--- config.mk ---
export PLATFORM = sky130hd
export DESIGN_NAME = fpga_input_conditioner
export DESIGN_NICKNAME = d
export VERILOG_FILES = /design/src/rtl/fpga_io_pkg.sv /design/src/rtl/key_debouncer.sv /design/src/rtl/fpga_input_conditioner.sv
export SDC_FILE = /design/constraint.sdc
export NUM_CORES = 1
export LEC_CHECK = 0
export CORE_ASPECT_RATIO = 1.75
export CORE_UTILIZATION = 37
export CTS_CLUSTER_DIAMETER = 50
export CTS_CLUSTER_SIZE = 24
export DETAILED_ROUTE_END_ITERATION = 10
export GPL_TIMING_DRIVEN = 1
export PLACE_DENSITY_LB_ADDON = 0.05
export SLEW_MARGIN = 0
export SYNTH_ARGS = -nofsm -noshare
export SYNTH_HDL_FRONTEND = slang
export SYNTH_HIERARCHICAL = 1
export SYNTH_SLANG_ARGS = --single-unit
--- constraint.sdc ---
create_clock -name clk -period 2.1 [get_ports clk]
set_clock_uncertainty 0.1 [all_clocks]
set_input_delay 0.525 -clock clk [delete_from_list [all_inputs] [get_ports clk]]
set_output_delay 0.525 -clock clk [all_outputs]
set_load 0.01 [all_outputs]
--- src/rtl/fpga_io_pkg.sv ---
// Shared definitions for the board-input front end: operand FSM encoding,
// sign-extension helper and the default debounce interval.
package fpga_io_pkg;

   localparam int DEFAULT_DEBOUNCE_CYCLES = 500000;

   typedef enum logic [1:0] {
      IDLE         = 2'd0,
      VALID        = 2'd1,
      WAIT_RELEASE = 2'd2
   } op_state_e;

   // val must be zero above bit width-1; the xor/subtract trick copies the sign bit upward.
   function automatic logic [31:0] sign_extend(input logic [31:0] val, input int width);
      logic [31:0] sign_bit;
      sign_bit = 32'd1 << (width - 1);
      return (val ^ sign_bit) - sign_bit;
   endfunction

endpackage

--- src/rtl/key_debouncer.sv ---
// One push button: synchronizer chain, hold-time debouncer and press strobe.
// key_n_raw is active-low; key_down/key_press are active-high.
module key_debouncer
   import fpga_io_pkg::*;
#(
   parameter int SYNC_STAGES     = 2,
   parameter int DEBOUNCE_CYCLES = DEFAULT_DEBOUNCE_CYCLES
) (
   input  logic clk,
   input  logic reset_n,
   input  logic key_n_raw,
   output logic key_down,
   output logic key_press
);

   localparam int                 CNT_W  = $clog2(DEBOUNCE_CYCLES) + 1;
   localparam logic [CNT_W-1:0]   CNT_TC = CNT_W'(DEBOUNCE_CYCLES - 1);

   logic [SYNC_STAGES-1:0] sync_q;
   logic [CNT_W-1:0]       cnt_q, cnt_d;
   logic                   stable_q, stable_d;
   logic                   press_q, press_d;
   logic                   level;

   assign level = ~sync_q[SYNC_STAGES-1];

   // Counter runs only while the synced level disagrees with the stable level.
   always_comb begin
      cnt_d    = '0;
      stable_d = stable_q;
      press_d  = 1'b0;
      if (level != stable_q) begin
         if (cnt_q == CNT_TC) begin
            stable_d = level;
            press_d  = level;
         end else begin
            cnt_d = cnt_q + 1'b1;
         end
      end
   end

   always_ff @(posedge clk or negedge reset_n) begin
      if (!reset_n) begin
         sync_q   <= '1;
         cnt_q    <= '0;
         stable_q <= 1'b0;
         press_q  <= 1'b0;
      end else begin
         sync_q   <= {sync_q[SYNC_STAGES-2:0], key_n_raw};
         cnt_q    <= cnt_d;
         stable_q <= stable_d;
         press_q  <= press_d;
      end
   end

   assign key_down  = stable_q;
   assign key_press = press_q;

endmodule

--- src/rtl/fpga_input_conditioner.sv ---
// Board-input front end: per-key debouncers, switch synchronizer and the
// operand-entry FSM offering captured switch values over valid/ready.
//
//   state        | meaning
//   IDLE         | waiting for an ENTER press to capture the switches
//   VALID        | operand offered, held until the CPU asserts ready
//   WAIT_RELEASE | handshake done, waiting for ENTER to be released
module fpga_input_conditioner
   import fpga_io_pkg::*;
#(
   parameter int NUM_KEYS        = 4,
   parameter int SW_WIDTH        = 10,
   parameter int DATA_WIDTH      = 16,
   parameter int SYNC_STAGES     = 2,
   parameter int DEBOUNCE_CYCLES = DEFAULT_DEBOUNCE_CYCLES,
   parameter int ENTER_KEY       = 1
) (
   input  logic                  clk,
   input  logic                  reset_n,
   input  logic [NUM_KEYS-1:0]   key_n_raw,
   input  logic [SW_WIDTH-1:0]   sw_raw,
   output logic [NUM_KEYS-1:0]   key_down,
   output logic [NUM_KEYS-1:0]   key_press,
   output logic [SW_WIDTH-1:0]   sw_sync,
   output logic                  cpu_reset,
   output logic [DATA_WIDTH-1:0] operand_data,
   output logic                  operand_valid,
   input  logic                  operand_ready
);

   for (genvar g = 0; g < NUM_KEYS; g++) begin : g_key
      key_debouncer #(
         .SYNC_STAGES     (SYNC_STAGES),
         .DEBOUNCE_CYCLES (DEBOUNCE_CYCLES)
      ) u_debouncer (
         .clk       (clk),
         .reset_n   (reset_n),
         .key_n_raw (key_n_raw[g]),
         .key_down  (key_down[g]),
         .key_press (key_press[g])
      );
   end

   logic [SYNC_STAGES-1:0][SW_WIDTH-1:0] sw_pipe_q;
   logic [DATA_WIDTH-1:0]                sw_ext;

   op_state_e             state_q, state_d;
   logic [DATA_WIDTH-1:0] data_q, data_d;
   logic                  valid_q, valid_d;

   assign sw_sync = sw_pipe_q[SYNC_STAGES-1];
   assign sw_ext  = DATA_WIDTH'(sign_extend(32'(sw_sync), SW_WIDTH));

   always_comb begin
      state_d = state_q;
      data_d  = data_q;
      valid_d = valid_q;
      case (state_q)
         IDLE: begin
            if (key_press[ENTER_KEY]) begin
               data_d  = sw_ext;
               valid_d = 1'b1;
               state_d = VALID;
            end
         end
         VALID: begin
            if (operand_ready) begin
               valid_d = 1'b0;
               state_d = WAIT_RELEASE;
            end
         end
         WAIT_RELEASE: begin
            if (!key_down[ENTER_KEY]) state_d = IDLE;
         end
         default: begin
            valid_d = 1'b0;
            state_d = IDLE;
         end
      endcase
   end

   always_ff @(posedge clk or negedge reset_n) begin
      if (!reset_n) begin
         sw_pipe_q <= '0;
         state_q   <= IDLE;
         data_q    <= '0;
         valid_q   <= 1'b0;
      end else begin
         sw_pipe_q <= {sw_pipe_q[SYNC_STAGES-2:0], sw_raw};
         state_q   <= state_d;
         data_q    <= data_d;
         valid_q   <= valid_d;
      end
   end

   assign cpu_reset     = key_down[0];
   assign operand_data  = data_q;
   assign operand_valid = valid_q;

endmodule

* Yosys cells after proc, flatten, opt, wreduce, memory -nomap -nowiden
Index checks and enable logic that the tools add are counted.
** Word-level totals
- Logic and storage cells :: 76
- ROM bits :: 0
- Bits in latches :: 0
- Memories :: 0
- Register bits after elaboration :: 135
- Output and inout port bits :: 36
- Bits in writable memories :: 0
** Operators by class
- $add $sub $neg :: 5
- Reductions and logical operators :: 8
- Multiply operators :: 0
- Order comparisons :: 0
- Equal/unequal tests :: 13
- Shift operators :: 0
- Bitwise gates (word level) :: 6
- Mux-type cells :: 23
- Div/mod/pow operators :: 0
** Operators by type and width (number)
- 20-bit 2-to-1 mux :: 8
- 20-bit by 1-bit adder with 20-bit output (second input constant) :: 4
- 20-bit by 19-bit equality test with 1-bit output (second input constant) :: 4
- 10-bit by 10-bit subtractor with 11-bit output (second input constant) :: 1
- 1-bit 2-to-1 mux :: 10
- 2-bit AND reduction :: 5
- 2-bit 2-to-1 mux :: 3
- 1-bit inverter :: 6
- 2-bit case mux with 3 select lines :: 1
- 3-bit AND reduction :: 2
- 1-bit != test :: 4
- 2-bit != test (second input constant) :: 2
- 1-bit case mux with 3 select lines :: 1
- 2-bit by 1-bit equality test with 1-bit output (second input constant) :: 1
- 2-bit equality test (second input constant) :: 1
- 2-bit zero test :: 1
- 2-bit by 1-bit != test with 1-bit output (second input constant) :: 1

* Logic depth before layout (Yosys ltp)
Gate-level depths: netlist of the first run.
- Word-level depth :: 3
- Mapped depth :: 6

* Hierarchy
The synthesis of the first run kept the hierarchy.
** Modules (own cells, without submodules)
- key_debouncer :: cells each 115, instances 4, area an instance 1193.6 um^2
- fpga_input_conditioner :: cells each 72, instances 1, area an instance 1139.8 um^2

* Worst setup path after synthesis of the first run
OpenSTA, ideal clock, no wires.
- Path type :: register -> register
- From :: register g_key[0].u_debouncer.cnt_q[0]
- To :: register g_key[0].u_debouncer.cnt_q[18]
- Arrival :: 1.649 ns
- Path buffers :: 0
- Stages on the path, launching flop included :: 6
- Library setup time :: 0.073 ns
- Setup slack :: 0.278 ns
- Clock period less this slack :: 1.822 ns
- Required time :: 1.927 ns
- Cells stage by stage :: dfrtp_1 ha_1 nand4_4 or2_4 or4_4 a21oi_2
** On the way
- Word-level cells in the longest chain between the ends :: 3
** Ends and longest elaborated chain
- start, declared :: line key_debouncer.sv:20 : logic [CNT_W-1:0] cnt_q, cnt_d;
- start signal, assigned :: line key_debouncer.sv:50 : cnt_q <= cnt_d;
- 20-bit by 1-bit adder with 20-bit output / 20-bit by 19-bit equality test with 1-bit output (equally long branches) :: line key_debouncer.sv:37, key_debouncer.sv:33
- 20-bit 2-to-1 mux * :: line key_debouncer.sv:33 : if (cnt_q == CNT_TC) begin
- 20-bit 2-to-1 mux * :: line key_debouncer.sv:32 : if (level != stable_q) begin
- named net g_key[0].u_debouncer.cnt_d[18] :: line key_debouncer.sv:20
Mark *: on every way through the listed nets, which the timed path passes. The rest lies on a longest branch.
A chain may end at the register's enable or synchronous reset.

* Final worst setup path of the first run
- From :: register g_key[0].u_debouncer.stable_q
- To :: output port cpu_reset
** RTL lines
- start, declared :: line key_debouncer.sv:21 : logic stable_q, stable_d;
- start signal, assigned :: line key_debouncer.sv:51 : stable_q <= stable_d;
- end, declared :: line fpga_input_conditioner.sv:25 : output logic cpu_reset,
No word-level cell between the ends.

==> results.cfg, run 1 <==
[yosys]
ys_types = 36
synth-seq-area-share_pct = 54.7
synth_edf_count = 0
ys.flop_type = dfrtp_1
synth_fp_nets = 553
synthArstFlopShare_pct = 100
synth_area_per_cell_um2 = 11.1
netlist_instances = 532
netlist_area_um2 = 5910
yosysWarnings = 6
ys_seq_elements = 129

[route]
drc_errors = 0
vias_per_cell = 5.14
vias = 4054
wl_mm = 11.9
drtIter0Drc = 111
routedWlPerCell_um = 15.1
ant_nets = 0
dr.pass1.iters = 4

[timing]
rsz0062_at_grt = no
period_needed_ns = 2.02
slew_headroom_pct = 69.6
fmax_mhz = 495
finalCritPeriodShare_pct = 96.3
drv_slew = 0
worst_slew_pin_slew_ns = 0.453
setup_viol = 0
hold_viol_final = 0
tns_ns = 0

[cells_and_area]
antennaDiodeCount = 0
finish.utilization_pct = 46.4
syn2layout_area_growth_pct = 21.3
fin_nets = 611
layout-drive-gt1-share_pct = 16.3

[clock_tree]
cts_max_level = 4
cts.sinks = 129
clk_pin_slew_ns = 0.06
clock_latency_ns = 0.41
cts-root-buf = clkbuf_16
clockBufferDepth = 2
cts_tree = yes
cts-buffers-inserted = 17

[hold_path]
hp-class = in -> async

[worst_setup_path]
cpLargestDelayFamily = buffers and inverters
startpoint_type = register
slowest_delay_ns = 0.57
endpoint_kind = output port
ff2ff_setup_slack_ns = 0.14
required_ns = 1.47
critPathBufInv = 1
r2r_end = g_key[0].u_debouncer/cnt_q[18]
rr_startpoint = g_key[0].u_debouncer/cnt_q[0]
critical_path_class = reg -> out
crit_chain = clkdlybuf4s50_1
cp.arrival_ns = 1.40
crit_fanout = 5
reg2regPathDepth = 5
slowest_stage = clkdlybuf4s50_1

[power_and_ir_drop]
sequentialPowerShare_pct = 46.0
pwr-share-comb_pct = 3.4
p_int_mw = 4.36
powerDensity_nw_per_um2 = 782
power_leakage_nw = 2.86
p_switching_mw = 1.25
p_clk_share_pct = 50.6
irDropWorstVdd_mv = 0.442
sw_frac_of_total_pct = 22.3

[die]
rows = 60
core_area_um2 = 15500
die_x_um = 97.6
dieArea_um2 = 16500
start_util_pct = 38.2
pin_count = 53
die_h_um = 169

[grt]
overflow = 0
grt_pass1_vias = 4191
grt_max_degree = 73
grt_pass1_wl_mm = 20.5
track_usage_pct = 15.6
antenna_found_initial = 0

[placed_design]
gp_congestion = 0.756
io_buffers = 52
post-dp-hpwl_mm = 8.44

[status]
status = completed

[flow_run]
drv_cap = 0
[flip-flops by register name, indices dropped and copies added, names as in the netlist]
name,flops
g_key.u_debouncer/key_press,4
sw_sync,10
sw_pipe_q,10
g_key.u_debouncer/cnt_q,80
state_q,2
operand_valid,1
operand_data,10
g_key.u_debouncer/sync_q,8
g_key.u_debouncer/key_down,4
[stage by stage]
stage	power [mW]	setup slack, ns	hold slack (ns)	std cells	instance area [um^2]
floorplan	2.69	0.278	0.129	532	5910
global placement	2.82	0.207	0.232	757	6600
detailed placement	2.82	0.130	0.235	757	6600
CTS	5.71	0.00805	0.0301	789	7170
global route	5.85	0.0182	0.0429	789	7170
finish	5.61	0.0778	0.0217	789	7170
[cell usage after synthesis, types with 5 or more instances]
library cell	number	share of area (%)
inv_1	10	0.63
nand3_1	30	2.5
nand2_1	33	2.1
dfrtp_1	121	51
mux2_2	10	1.9
xnor2_1	60	8.9
mux2i_1	9	1.5
o21ai_0	14	1.2
nor3_1	28	2.4
nor2_1	77	4.9
a21oi_1	5	0.42
buf_4	17	2.2
nor4_1	16	1.7
dfstp_2	8	3.6
nand4_1	16	1.7
[final cells by class]
type	instances	area [um^2]
Fill cell	1454	8290
Sequential cell	129	3240
Multi-Input combinational cell	371	2480
Timing Repair Buffer	61	611
Clock buffer	18	429
Tap cell	186	233
Clock inverter	14	141
Inverter	10	37.5
[cell families (layout without fill, tap and decap cells)]
group	Yosys count	count (layout)	share of synthesized area [%]
adder cells (fa/ha/maj)	4	4	0.846
AND/OR/NAND/NOR	253	253	24.9
XOR/XNOR	64	64	9.48
AO/OA/AOI/OAI	31	31	3.30
buffers and inverters	32	103	3.32
flip-flops	129	129	54.7
multiplexers	19	19	3.43
[routing by layer]
metal  up-vias  track usage [%]  part of all wire [%]  routed length [um]
li1       1957                -                     -                   -
met1      2018             18.6                    43                5070
met2        60             27.0                    53                6310
met3        19             3.21                   2.4                 287
met4         0             6.84                   2.1                 248
met5         -                0                     0                   0
[power by group through the flow]
| stage | Clock [mW] | Sequential [mW] | Combinational, mW |
|---|---|---|---|
| floorplan | 0 | 2.61 | 0.0763 |
| global placement | 0 | 2.62 | 0.196 |
| CTS | 2.93 | 2.58 | 0.197 |
| global route | 3.05 | 2.59 | 0.214 |
| finish | 2.84 | 2.58 | 0.189 |
| detailed placement | 0 | 2.62 | 0.196 |
[worst max path at each step]
stage                                                 to                          start  cells after the start
after floorplan           g_key[0].u_debouncer/cnt_q[18]  g_key[0].u_debouncer/cnt_q[0]                      5
after global placement    g_key[1].u_debouncer/cnt_q[18]  g_key[1].u_debouncer/cnt_q[0]                      5
after detailed placement  g_key[0].u_debouncer/cnt_q[18]  g_key[0].u_debouncer/cnt_q[0]                      5
after CTS                               operand_data[14]                operand_data[9]                      1
after global routing                           cpu_reset  g_key[0].u_debouncer/key_down                      1
final                                          cpu_reset  g_key[0].u_debouncer/key_down                      1
[cells in the final DEF, fill, tap and decap left out, drive strengths merged]
cell type,count
and2,4
mux2i,9
nor4,20
xor2,4
clkinvlp,4
ha,4
nand2,33
nor2,77
o21ai,18
or2,8
nor3b,1
nor3,28
bufinv,2
buf,10
a21oi,9
clkinv,7
dfstp,8
inv,11
nand4,24
or3,4
or4,4
nor4b,8
nand2b,4
o31ai,4
dfrtp,121
nand3,30
mux2,10
and3,4
clkdlybuf4s50,51
clkbuf,18
xnor2,60
and4,4
[repair_timing]
action,4_1_cts,5_1_grt
hold buffers,0,0
buffers inserted,0,0
resized for setup,0,2
setup endpoints to repair,0,8
(Power assumes the default switching activity.)
==> run 2, diff against run 1 <==
--- a/config.mk
+++ b/config.mk
@@ -6,11 +6,12 @@
 export NUM_CORES = 1
 export LEC_CHECK = 0
 export CORE_ASPECT_RATIO = 1.75
+export CORE_MARGIN = 1
 export CORE_UTILIZATION = 37
 export CTS_CLUSTER_DIAMETER = 50
 export CTS_CLUSTER_SIZE = 24
 export DETAILED_ROUTE_END_ITERATION = 10
-export GPL_TIMING_DRIVEN = 1
+export GPL_TIMING_DRIVEN = 0
 export PLACE_DENSITY_LB_ADDON = 0.05
 export SLEW_MARGIN = 0
 export SYNTH_ARGS = -nofsm -noshare
==> run 2 against run 1 <==
- sequential share of layout area fell by 1.5 points
- register-to-register slack got worse by 0.03 ns
- critical path type unchanged
- largest cell class unchanged
- first-iteration DRC count is 17% lower
- critical path depth unchanged
- clock power increased by 4%
- non-clock buffer count up 20
- total power rose by 2.3%
==> results.cfg, run 2 (same netlist as run 1, synthesis figures left out) <==
[cells_and_area]
fin_nets = 631
largest_register = g_key.u_debouncer/cnt_q
layout-drive-gt1-share_pct = 19.6
finish.utilization_pct = 48.0
mostFrequentLayoutCell = dfrtp_1
final_cell_mix = dfrtp_1, nor2_1, xnor2_1
antennaDiodeCount = 0
syn2layout_area_growth_pct = 25.5
largest_reg_flops = 80

[route]
ant_nets = 0
dr.pass1.iters = 4
routedWlPerCell_um = 15.0
drc_errors = 0
wl_mm = 12.1
drtIter0Drc = 92
vias_per_cell = 5.08
vias = 4108

[grt]
antenna_found_initial = 0
grt_pass1_wl_mm = 21.0
track_usage_pct = 16.1
grt_max_degree = 96
overflow = 0
grt_pass1_vias = 4252

[timing]
setup_viol = 0
worst_slew_pin_slew_ns = 0.484
finalCritPeriodShare_pct = 97.0
tns_ns = 0
slew_headroom_pct = 67.5
rsz0062_at_grt = no
fmax_mhz = 491
drv_slew = 0
holdWs_ns = 0.244
hold_viol_final = 0
period_needed_ns = 2.04

[die]
rows = 60
die_x_um = 97.6
pin_count = 53
start_util_pct = 38.2
dieArea_um2 = 16500
die_h_um = 169
core_area_um2 = 15500

[status]
status = completed

[flow_run]
drv_cap = 0

[clock_tree]
cts_max_level = 4
clockBufferDepth = 2
clock_latency_ns = 0.42
cts-root-buf = clkbuf_16
clk_pin_slew_ns = 0.06
cts_tree = yes
cts-buffers-inserted = 17
cts.sinks = 129

[placed_design]
gp_congestion = 0.775
io_buffers = 52
post-dp-hpwl_mm = 8.33

[worst_setup_path]
startpoint_type = register
crit_chain = clkdlybuf4s50_1
required_ns = 1.47
crit_fanout = 5
ff2ff_setup_slack_ns = 0.11
slowest_stage = clkdlybuf4s50_1
slowest_delay_ns = 0.57
critPathBufInv = 1
cpLargestDelayFamily = buffers and inverters
cp.arrival_ns = 1.41
critical_path_class = reg -> out
endpoint_kind = output port

[power_and_ir_drop]
power_leakage_nw = 3.04
powerDensity_nw_per_um2 = 773
irDropWorstVdd_mv = 0.416

[hold_path]
hp-class = reg -> reg
## run 2: power by group
| group | total [mW] | switching (mW) | internal (mW) |
|---|---|---|---|
| sequential | 2.58 | 0.0421 | 2.54 |
| combinational | 0.207 | 0.111 | 0.0956 |
| clock | 2.95 | 1.06 | 1.89 |
## run 2: routing by layer
metal | track usage, % | vias up | part of all wire [%]
met5 | 0 | - | 0
met4 | 5.95 | 0 | 1.5
met3 | 3.79 | 16 | 2.4
met2 | 28.4 | 51 | 53
met1 | 18.8 | 2037 | 43
li1 | - | 2004 | -
## run 2: timing repair
item / CTS / global route
pin swaps: 0 / 4
endpoints found under the hold margin: 30 / 0
setup endpoints to repair: 38 / 43
gates resized for setup: 12 / 13
buffers inserted: 2 / 3
hold buffers: 1 / 0
## run 2: worst paths after layout
kind,from,end,cells after the start
hold reg to reg,sw_pipe_q[6],sw_sync[6],0
max in group asynchronous,reset_n,g_key[3].u_debouncer/sync_q[1],3
min in group asynchronous,reset_n,g_key[0].u_debouncer/key_press,2
setup reg to reg,g_key[2].u_debouncer/cnt_q[0],g_key[2].u_debouncer/cnt_q[18],5
hold / removal,sw_pipe_q[6],sw_sync[6],0
setup / recovery,g_key[1].u_debouncer/key_down,key_down[1],1
## run 2: cell type report
class,instances,area [um^2]
Buffer,22,169
Clock buffer,22,454
Clock inverter,10,136
Fill cell,1458,8040
Inverter,10,37.5
Multi-Input combinational cell,371,2560
Sequential cell,129,3240
Tap cell,186,233
Timing Repair Buffer,59,592
## run 2: metrics by stage
stage / instance area, um^2 / instances / total power, mW / setup WS (ns)
floorplan: 5910 / 532 / 2.69 / 0.278
global placement: 6670 / 770 / 2.82 / -4.85
detailed placement: 6700 / 771 / 2.83 / -0.0764
CTS: 7340 / 806 / 5.83 / 0.0114
global route: 7420 / 809 / 5.96 / 0.00183
finish: 7420 / 809 / 5.74 / 0.0640
==> run 3, diff against run 2 <==
--- a/config.mk
+++ b/config.mk
@@ -11,7 +11,6 @@
 export CTS_CLUSTER_DIAMETER = 50
 export CTS_CLUSTER_SIZE = 24
 export DETAILED_ROUTE_END_ITERATION = 10
-export GPL_TIMING_DRIVEN = 0
 export PLACE_DENSITY_LB_ADDON = 0.05
 export SLEW_MARGIN = 0
 export SYNTH_ARGS = -nofsm -noshare
==> results of run 3 <==
Final layout, timing and power as in run 1 (identical DEF).
